`src/rtl/multi_key_debounce.sv`:
```
// N-channel key debouncer: 2-flop synchroniser, shared sample tick and a
// per-channel stability filter producing a clean level plus press/release/hold pulses.
module multi_key_debounce #(
    parameter int N          = 4,
    parameter int TICK_DIV   = 25,
    parameter int STABLE_CNT = 3,
    parameter int HOLD_TICKS = 100,
    parameter int ACTIVE_LOW = 1
) (
    input  logic         clk,
    input  logic         nCR,
    input  logic [N-1:0] button,
    output logic [N-1:0] level,
    output logic [N-1:0] press_pulse,
    output logic [N-1:0] release_pulse,
    output logic [N-1:0] hold_pulse,
    output logic         tick
);

    localparam int TW = (TICK_DIV > 1) ? $clog2(TICK_DIV) : 1;
    localparam int SW = (STABLE_CNT > 0) ? $clog2(STABLE_CNT + 1) : 1;
    localparam int HW = (HOLD_TICKS > 0) ? $clog2(HOLD_TICKS + 1) : 1;

    localparam logic [TW-1:0] TICK_LAST = TW'(TICK_DIV - 1);
    localparam logic [SW-1:0] STAB_LAST = SW'(STABLE_CNT - 1);
    localparam logic [HW-1:0] HOLD_LAST = HW'(HOLD_TICKS - 1);
    localparam logic          PRESSED   = (ACTIVE_LOW == 0);
    localparam logic [N-1:0]  IDLE      = (ACTIVE_LOW != 0) ? {N{1'b1}} : {N{1'b0}};

    logic [TW-1:0] r_tick_cnt;
    logic [N-1:0]  r_meta;
    logic [N-1:0]  r_sync;
    logic          w_tick;

    assign w_tick = (r_tick_cnt == TICK_LAST);
    assign tick   = w_tick;

    always_ff @(posedge clk or negedge nCR) begin
        if (!nCR) begin
            r_tick_cnt <= '0;
        end else if (w_tick) begin
            r_tick_cnt <= '0;
        end else begin
            r_tick_cnt <= r_tick_cnt + 1'b1;
        end
    end

    always_ff @(posedge clk or negedge nCR) begin
        if (!nCR) begin
            r_meta <= IDLE;
            r_sync <= IDLE;
        end else begin
            r_meta <= button;
            r_sync <= r_meta;
        end
    end

    for (genvar gi = 0; gi < N; gi++) begin : g_ch
        logic [SW-1:0] r_stab;
        logic [HW-1:0] r_hold_cnt;
        logic          r_level;
        logic          r_hold_done;
        logic          r_press;
        logic          r_release;
        logic          r_hold;
        logic          w_accept;

        // New value has now been seen on STABLE_CNT consecutive ticks
        assign w_accept = (r_sync[gi] != r_level) && (r_stab == STAB_LAST);

        always_ff @(posedge clk or negedge nCR) begin
            if (!nCR) begin
                r_stab      <= '0;
                r_hold_cnt  <= '0;
                r_level     <= ~PRESSED;
                r_hold_done <= 1'b0;
                r_press     <= 1'b0;
                r_release   <= 1'b0;
                r_hold      <= 1'b0;
            end else begin
                r_press   <= 1'b0;
                r_release <= 1'b0;
                r_hold    <= 1'b0;
                if (w_tick) begin
                    if (r_sync[gi] == r_level) begin
                        r_stab <= '0;
                    end else if (w_accept) begin
                        r_stab  <= '0;
                        r_level <= r_sync[gi];
                    end else begin
                        r_stab <= r_stab + 1'b1;
                    end

                    if (w_accept && (r_sync[gi] == PRESSED)) begin
                        r_press <= 1'b1;
                    end

                    // Hold timer only runs while the accepted level is pressed
                    if (r_level == PRESSED) begin
                        if (w_accept) begin
                            r_release   <= 1'b1;
                            r_hold_cnt  <= '0;
                            r_hold_done <= 1'b0;
                        end else if (!r_hold_done) begin
                            r_hold_cnt <= r_hold_cnt + 1'b1;
                            if (r_hold_cnt == HOLD_LAST) begin
                                r_hold      <= 1'b1;
                                r_hold_done <= 1'b1;
                            end
                        end
                    end
                end
            end
        end

        assign level[gi]         = r_level;
        assign press_pulse[gi]   = r_press;
        assign release_pulse[gi] = r_release;
        assign hold_pulse[gi]    = r_hold;
    end

endmodule

```
`config.mk`:
```
export PLATFORM = sky130hd
export DESIGN_NAME = multi_key_debounce
export DESIGN_NICKNAME = d
export VERILOG_FILES = /design/src/rtl/multi_key_debounce.sv
export SDC_FILE = /design/constraint.sdc
export NUM_CORES = 1
export LEC_CHECK = 0
export CORE_ASPECT_RATIO = 1.25
export CORE_MARGIN = 2
export CORE_UTILIZATION = 40
export DETAILED_ROUTE_END_ITERATION = 10
export SETUP_SLACK_MARGIN = 0.02
export SYNTH_ARGS = -nofsm -noshare
export SYNTH_HDL_FRONTEND = slang
export SYNTH_SLANG_ARGS = --single-unit
export TNS_END_PERCENT = 50
```
`constraint.sdc`:
```
create_clock -name clk -period 2.1 [get_ports clk]
set_clock_uncertainty 0.2 [all_clocks]
set_input_delay 0.315 -clock clk [delete_from_list [all_inputs] [get_ports clk]]
set_output_delay 0.315 -clock clk [all_outputs]
set_load 0.01 [all_outputs]
```
==> results.md, run 1 <==
- Status: completed
- Syn-to-layout area delta: 20.0%
- Crit Path Class: flip-flop to output port
- R2r endpoint: g_ch[1].r_hold_cnt[4]
- Max Root-Sink Buffers: 2
- Final hold vios: 0
- Ordered list of cells on the worst path: clkdlybuf4s50_1
- Pint: between 2 and 2.5 mW
- RD Place Congestion: around 0.82
- # port buffers: 22
- R2R Setup Slk: between 0.1 and 0.15 ns
- Max Cap Violations: 0
- Hold Path Sink: r_sync[0]
- Clk_lat worst skew: ~0.34 ns
- Synth Warn #: 0
- Placed cells: 404
- Total CTS buffers: 9
- Pins over their slew limit: 0
- Post-synthesis sequential area ratio: 53.4%
- Hold Crit Class: flip-flop to flip-flop
- Hold Path Origin: r_meta[0]
- First-pass GRT wire length: about 10,000 µm
- FMAX: about 0.5 GHz
- Final setup vio count: 0
- Die Wd: approximately 85 µm
- Post-synthesis register bit count: between 60 and 70
- Cells after Synth: between 200 and 300
- Initial DRC Count: 72
- FF-to-FF Start: r_tick_cnt[1]
- Fin cells: 432
- Final Critical Period: about 2 ns
- CTS tree: yes
- Setup ws final: roughly 0.092 ns
- First-pass iteration count of the detailed router: 4
- Seq pwr share: a little over 50%
- I/O Pins: 23
- Switching Share: 19.9%
- Total track usage: about 15%
- Worst Setup End Kind: output port
- Async set-or-reset flop fraction in the synthesized netlist: 100%
- Share of cells above drive strength 1: between 20% and 30%
- Row count: 36
- Die footprint: 8890 µm²
- Reg2Reg Depth: 7
- Post-synth top flop: dfrtp_1
- CTS root buf: clkbuf_8
- Antenna Nets Post-Route: 0
- WL final: ~5900 µm
- Largest net degree at the start of global routing: 40
- Vias/cell: approximately 5.2
- EDFF count, synth: 0
- Clock sink count: a little under 70
- Syn Nets: 310
- Post-Synthesis Mean Instance Area: ~11 µm²
- P_leak: ~1.8 nW
- Buf+Inv Stages, Crit Path: 1
- Vias in the first global route: about 2,200
- Place WS: roughly 0.040 ns
- Net Sw Power: ~0.52 mW
- Most frequent cells in the layout: dfrtp_1 (57), nor2_1 (19), o21ai_0 (19), clkdlybuf4s50_1 (18), buf_4 (18)
- Yosys cell types: 54
- Max_slew headroom: between 70 and 80%
- H-tree Lvls: 3
- CP peak stage delay: around 0.60 ns
- Worst-Margin Slew: roughly 0.40 ns
- WP data arrival: between 1 and 1.5 ns
- Hold path depth: 0
- Family with the most delay on the worst path: flip-flops
- Period utilisation layout: 95.6%
- RSZ-0062 raised after global routing: false
- CP Launch Type: flip-flop
- Initial antenna violation count: 0
- DP HPWL: 4050 µm
- Wire per inst: around 14 µm
- Grt total ovfl: 0
- Crit-path slowest cell: dfstp_2
- Via count: between 2,000 and 2,500
- Final Power: 2.63 mW
- CP Data Required Time: around 1.6 ns
- # diodes: 0
- CP max FO: 6
- Area of the core: approximately 7800 µm²
- Initial core utilization: 41.6%
- Combinational share of power: 2.2%
- Clock share of power: a little under half
- Maximum VDD drop: 0.000422 V
- DRC Markers: 0
- Clock transition at path regs: 0.07 ns
- Die Y: approximately 100 µm
- Setup TNS: 0 ns
- PD cells: roughly 670 nW/µm²
- Layout Nets: between 300 and 400
- Commonest non-fill, non-tap cell in the layout: dfrtp_1
- Cell area after synthesis: about 3300 µm²
-- cells by family (layout without fill, tap and decap cells) --
family | count (synthesis) | after routing | share of synthesized area, %
compound gates | 69 | 69 | 14.5
mux | 7 | 7 | 2.38
xor+xnor | 11 | 11 | 2.95
fa+ha+maj | 6 | 6 | 2.30
flops | 69 | 69 | 53.4
buf+inv | 36 | 75 | 6.06
simple gates | 100 | 100 | 18.3
-- worst max-delay path by stage --
stage | from | endpoint | depth (start not counted)
4_1_cts | r_tick_cnt[0] | tick | 5
6_report | g_ch[1].r_level | level[1] | 1
3_5_place_dp | r_tick_cnt[0] | g_ch[0].r_hold_cnt[0] | 8
2_1_floorplan | r_tick_cnt[0] | g_ch[1].r_hold_cnt[4] | 6
3_3_place_gp | r_tick_cnt[0] | g_ch[1].r_hold_cnt[3] | 7
5_1_grt | r_tick_cnt[0] | tick | 5
-- Yosys cell counts (all sizes together) (4+ instances only) --
cell / n / share of area (%)
buf: 19 / 4.1
xor2: 4 / 1.1
xnor2: 7 / 1.9
nand2: 15 / 1.7
a31oi: 6 / 1.2
nor3: 8 / 1.4
inv: 14 / 1.6
nor2b: 5 / 0.96
dfstp: 12 / 9.7
dfrtp: 57 / 44
a21oi: 13 / 2.0
nand3: 14 / 2.1
a22o: 9 / 2.4
o21ai: 19 / 2.9
o31ai: 8 / 1.8
nand2b: 6 / 1.5
and3: 5 / 0.96
ha: 6 / 2.3
mux2: 6 / 2.1
nor2: 19 / 2.2
-- power groups by stage --
stage                     combinational, mW  sequential (mW)  clock (mW)
after floorplan                      0.0153             1.38           0
after global placement               0.0579             1.38           0
after detailed placement             0.0589             1.38           0
after CTS                            0.0608             1.36        1.25
after global routing                 0.0667             1.36        1.32
final                                0.0576             1.36        1.21
-- registers in the layout (all words and copies together) (netlist names) --
name              count
g_ch.r_press          4
r_tick_cnt            5
g_ch.r_hold           4
g_ch.r_level          4
g_ch.r_stab           8
r_meta                4
g_ch.r_hold_cnt      28
r_sync                4
g_ch.r_hold_done      4
g_ch.r_release        4
-- metal layers --
metal | global-route usage [%] | share of wire, % | wire length, µm
met4 | 6.12 | 1.8 | 108
met3 | 4.03 | 3.1 | 185
met5 | 0 | 0 | 0
met2 | 22.9 | 48 | 2840
met1 | 18.7 | 47 | 2740
-- metrics by stage --
stage	hold WS [ns]	util [%]	area [µm²]
2_1_floorplan	-0.181	-	3260
3_3_place_gp	0.0362	45.2	3540
3_5_place_dp	0.0415	45.2	3540
4_1_cts	0.156	48.3	3790
5_1_grt	0.158	49.9	3910
6_report	0.157	49.9	3910
-- layout make-up --
type	instances	area, µm²
Fill cell	720	3920
Sequential cell	69	1740
Multi-Input combinational cell	193	1350
Timing Repair Buffer	45	425
Clock buffer	12	155
Tap cell	95	119
Clock inverter	4	70.1
Inverter	14	55.1
-- what timing repair did --
| action | 4_1_cts | 5_1_grt |
|---|---|---|
| setup endpoints to repair | 3 | 19 |
| buffers inserted | 1 | 10 |
| resized for setup | 1 | 16 |
| endpoints found under the hold margin | 12 | 0 |
| hold buffers | 1 | 0 |
| pin swaps | 0 | 2 |
(Power assumes the default switching activity.)
==> run 2: changes to the inputs <==
Settings changed: CAP_MARGIN set to 20.
==> results of run 2 <==
No change in the layout: final DEF, timing and power equal those of run 1.
==> run 3: changes to the inputs <==
Settings changed: CORE_UTILIZATION 40 to 25.
==> results.md, run 3 (synthesized netlist as in run 1, its figures left out) <==
- Status: completed
- CP max FO: 7
- Most frequent cells in the layout: dfrtp_1 (57), nor2_1 (19), clkdlybuf4s50_1 (19), o21ai_0 (18), nand2_1 (15)
- CP Data Required Time: approximately 2.2 ns
- Area taken by multi-input logic gates: between 1000 and 1500 µm²
- DRC Markers: 0
- Placed cells: ~480
- Die Y: roughly 130 µm
- PD cells: between 600 and 700 nW/µm²
- Largest net degree at the start of global routing: 70
- Period utilisation layout: between 90 and 100%
- Vias/cell: roughly 4.7
- Vias in the first global route: between 2,000 and 2,500
- Worst Setup End Kind: flip-flop
- CP Launch Type: flip-flop
- # diodes: 0
- Fin cells: roughly 500
- Via count: between 2,000 and 2,500
- P_leak: approximately 1.8 nW
- Clock transition at path regs: 0.05 ns
- Final setup vio count: 0
- Layout Nets: 340
- Fillers: about 1,300
- Wire per inst: between 10 and 15 µm
- Met3 WL: between 200 and 300 µm
- I/O Pins: 23
- Initial antenna violation count: 0
- Total CTS buffers: 9
- FMAX: between 0.4 and 0.5 GHz
- Hold Crit Class: flip-flop to flip-flop
- Max_slew headroom: roughly 70%
- Top Layer Used: met4
- DP HPWL: around 4300 µm
- First-pass GRT wire length: ~11,000 µm
- Finished Core Util: between 30% and 40%
- Worst-Margin Slew: approximately 0.46 ns
- Die footprint: between 10,000 and 15,000 µm²
- Antenna Nets Post-Route: 0
- WL final: around 6500 µm
- Initial core utilization: 25.6%
- M1 wire length: between 2000 and 3000 µm
- CTS root buf: clkbuf_16
- Most flops, register: g_ch.r_hold_cnt
- Die Wd: approximately 110 µm
- Syn-to-layout area delta: 23.1%
- Area of the core: roughly 13,000 µm²
- Max Cap Violations: 0
- Clock sink count: 69
- First-pass iteration count of the detailed router: 4
- Final Critical Period: between 2 and 2.5 ns
- Crit Path Class: flip-flop to flip-flop
- Met2 WL: approximately 3300 µm
- Commonest non-fill, non-tap cell in the layout: dfrtp_1
- Reg area: roughly 1700 µm²
- Pins over their slew limit: 0
- Max Root-Sink Buffers: 2
- WP data arrival: roughly 2.1 ns
- Biggest regs: g_ch.r_hold_cnt x28, g_ch.r_stab x8, r_tick_cnt x5
- Share of cells above drive strength 1: 19.5%
- Clk_lat worst skew: 0.33 ns
- Maximum VDD drop: 0.000325 V
- Row count: 46
- # port buffers: 22
- Final hold vios: 0
- Grt total ovfl: 0
- RSZ-0062 raised after global routing: true
- CTS tree: yes
- Max reg flops: 28
- Initial DRC Count: ~150
- Total track usage: just under 10%
- H-tree Lvls: 3
- RD Place Congestion: a little over 0.8
## run 3: stage by stage
stage	area (µm²)	power (mW)	setup slack, ns	setup TNS (ns)	hold slack (ns)
floorplan	3260	1.40	0.225	0	-0.181
finish	4020	2.73	0.0494	0	0.152
global route	4020	2.86	-0.0437	-0.200	0.157
detailed placement	3620	1.44	-0.00492	-0.00492	0.147
CTS	3900	2.79	0.0264	0	0.155
global placement	3620	1.44	0.0692	0	0.145
## run 3: layer usage
| metal | track usage (%) | up-vias |
|---|---|---|
| li1 | - | 1125 |
| met1 | 11.8 | 1183 |
| met2 | 15.4 | 46 |
| met3 | 3.47 | 10 |
| met4 | 4.61 | 0 |
| met5 | 0 | - |
## run 3: final cells by class
type                            count  area share, %
Clock inverter                      2          0.249
Timing Repair Buffer               41           10.0
Sequential cell                    69           43.4
Clock buffer                       14           6.08
Inverter                           14           1.43
Tap cell                          168           5.24
Multi-Input combinational cell    193           33.6
## run 3: where the power goes
part           internal [mW]  leakage [nW]  switching, mW
Clock                  0.796         0.125          0.520
Combinational         0.0229         0.752         0.0329
Sequential              1.35         0.888         0.0105
## run 3: worst max-delay path: stages (launching register included)
cell and delay [ns]:
dfrtp_1 0.40, inv_1 0.10, ha_4 0.15, nand4b_4 0.16, buf_12 0.19, clkbuf_4 0.17, buf_4 0.14, or3_1 0.34
a21oi_1 0.13
## run 3: final timing paths
| path | start | endpoint | slack (ns) | cells after the start |
|---|---|---|---|---|
| hold / removal | r_meta[3] | r_sync[3] | 0.15 | 0 |
| setup / recovery | r_tick_cnt[1] | g_ch[3].r_hold_done | 0.05 | 8 |
| min in group asynchronous | nCR | g_ch[3].r_hold_cnt[4] | 0.34 | 3 |
| hold reg to reg | r_meta[3] | r_sync[3] | 0.15 | 0 |
| max in group asynchronous | nCR | r_meta[1] | 1.01 | 3 |
| setup reg to reg | r_tick_cnt[1] | g_ch[3].r_hold_done | 0.05 | 8 |
## run 3: timing repair
item | 4_1_cts | 5_1_grt
gates cloned | 0 | 1
hold endpoints to repair | 57 | 0
gates resized for setup | 4 | 12
endpoints found under the setup margin | 7 | 10
pin swaps | 2 | 3
setup buffers | 1 | 7
hold buffers | 1 | 0
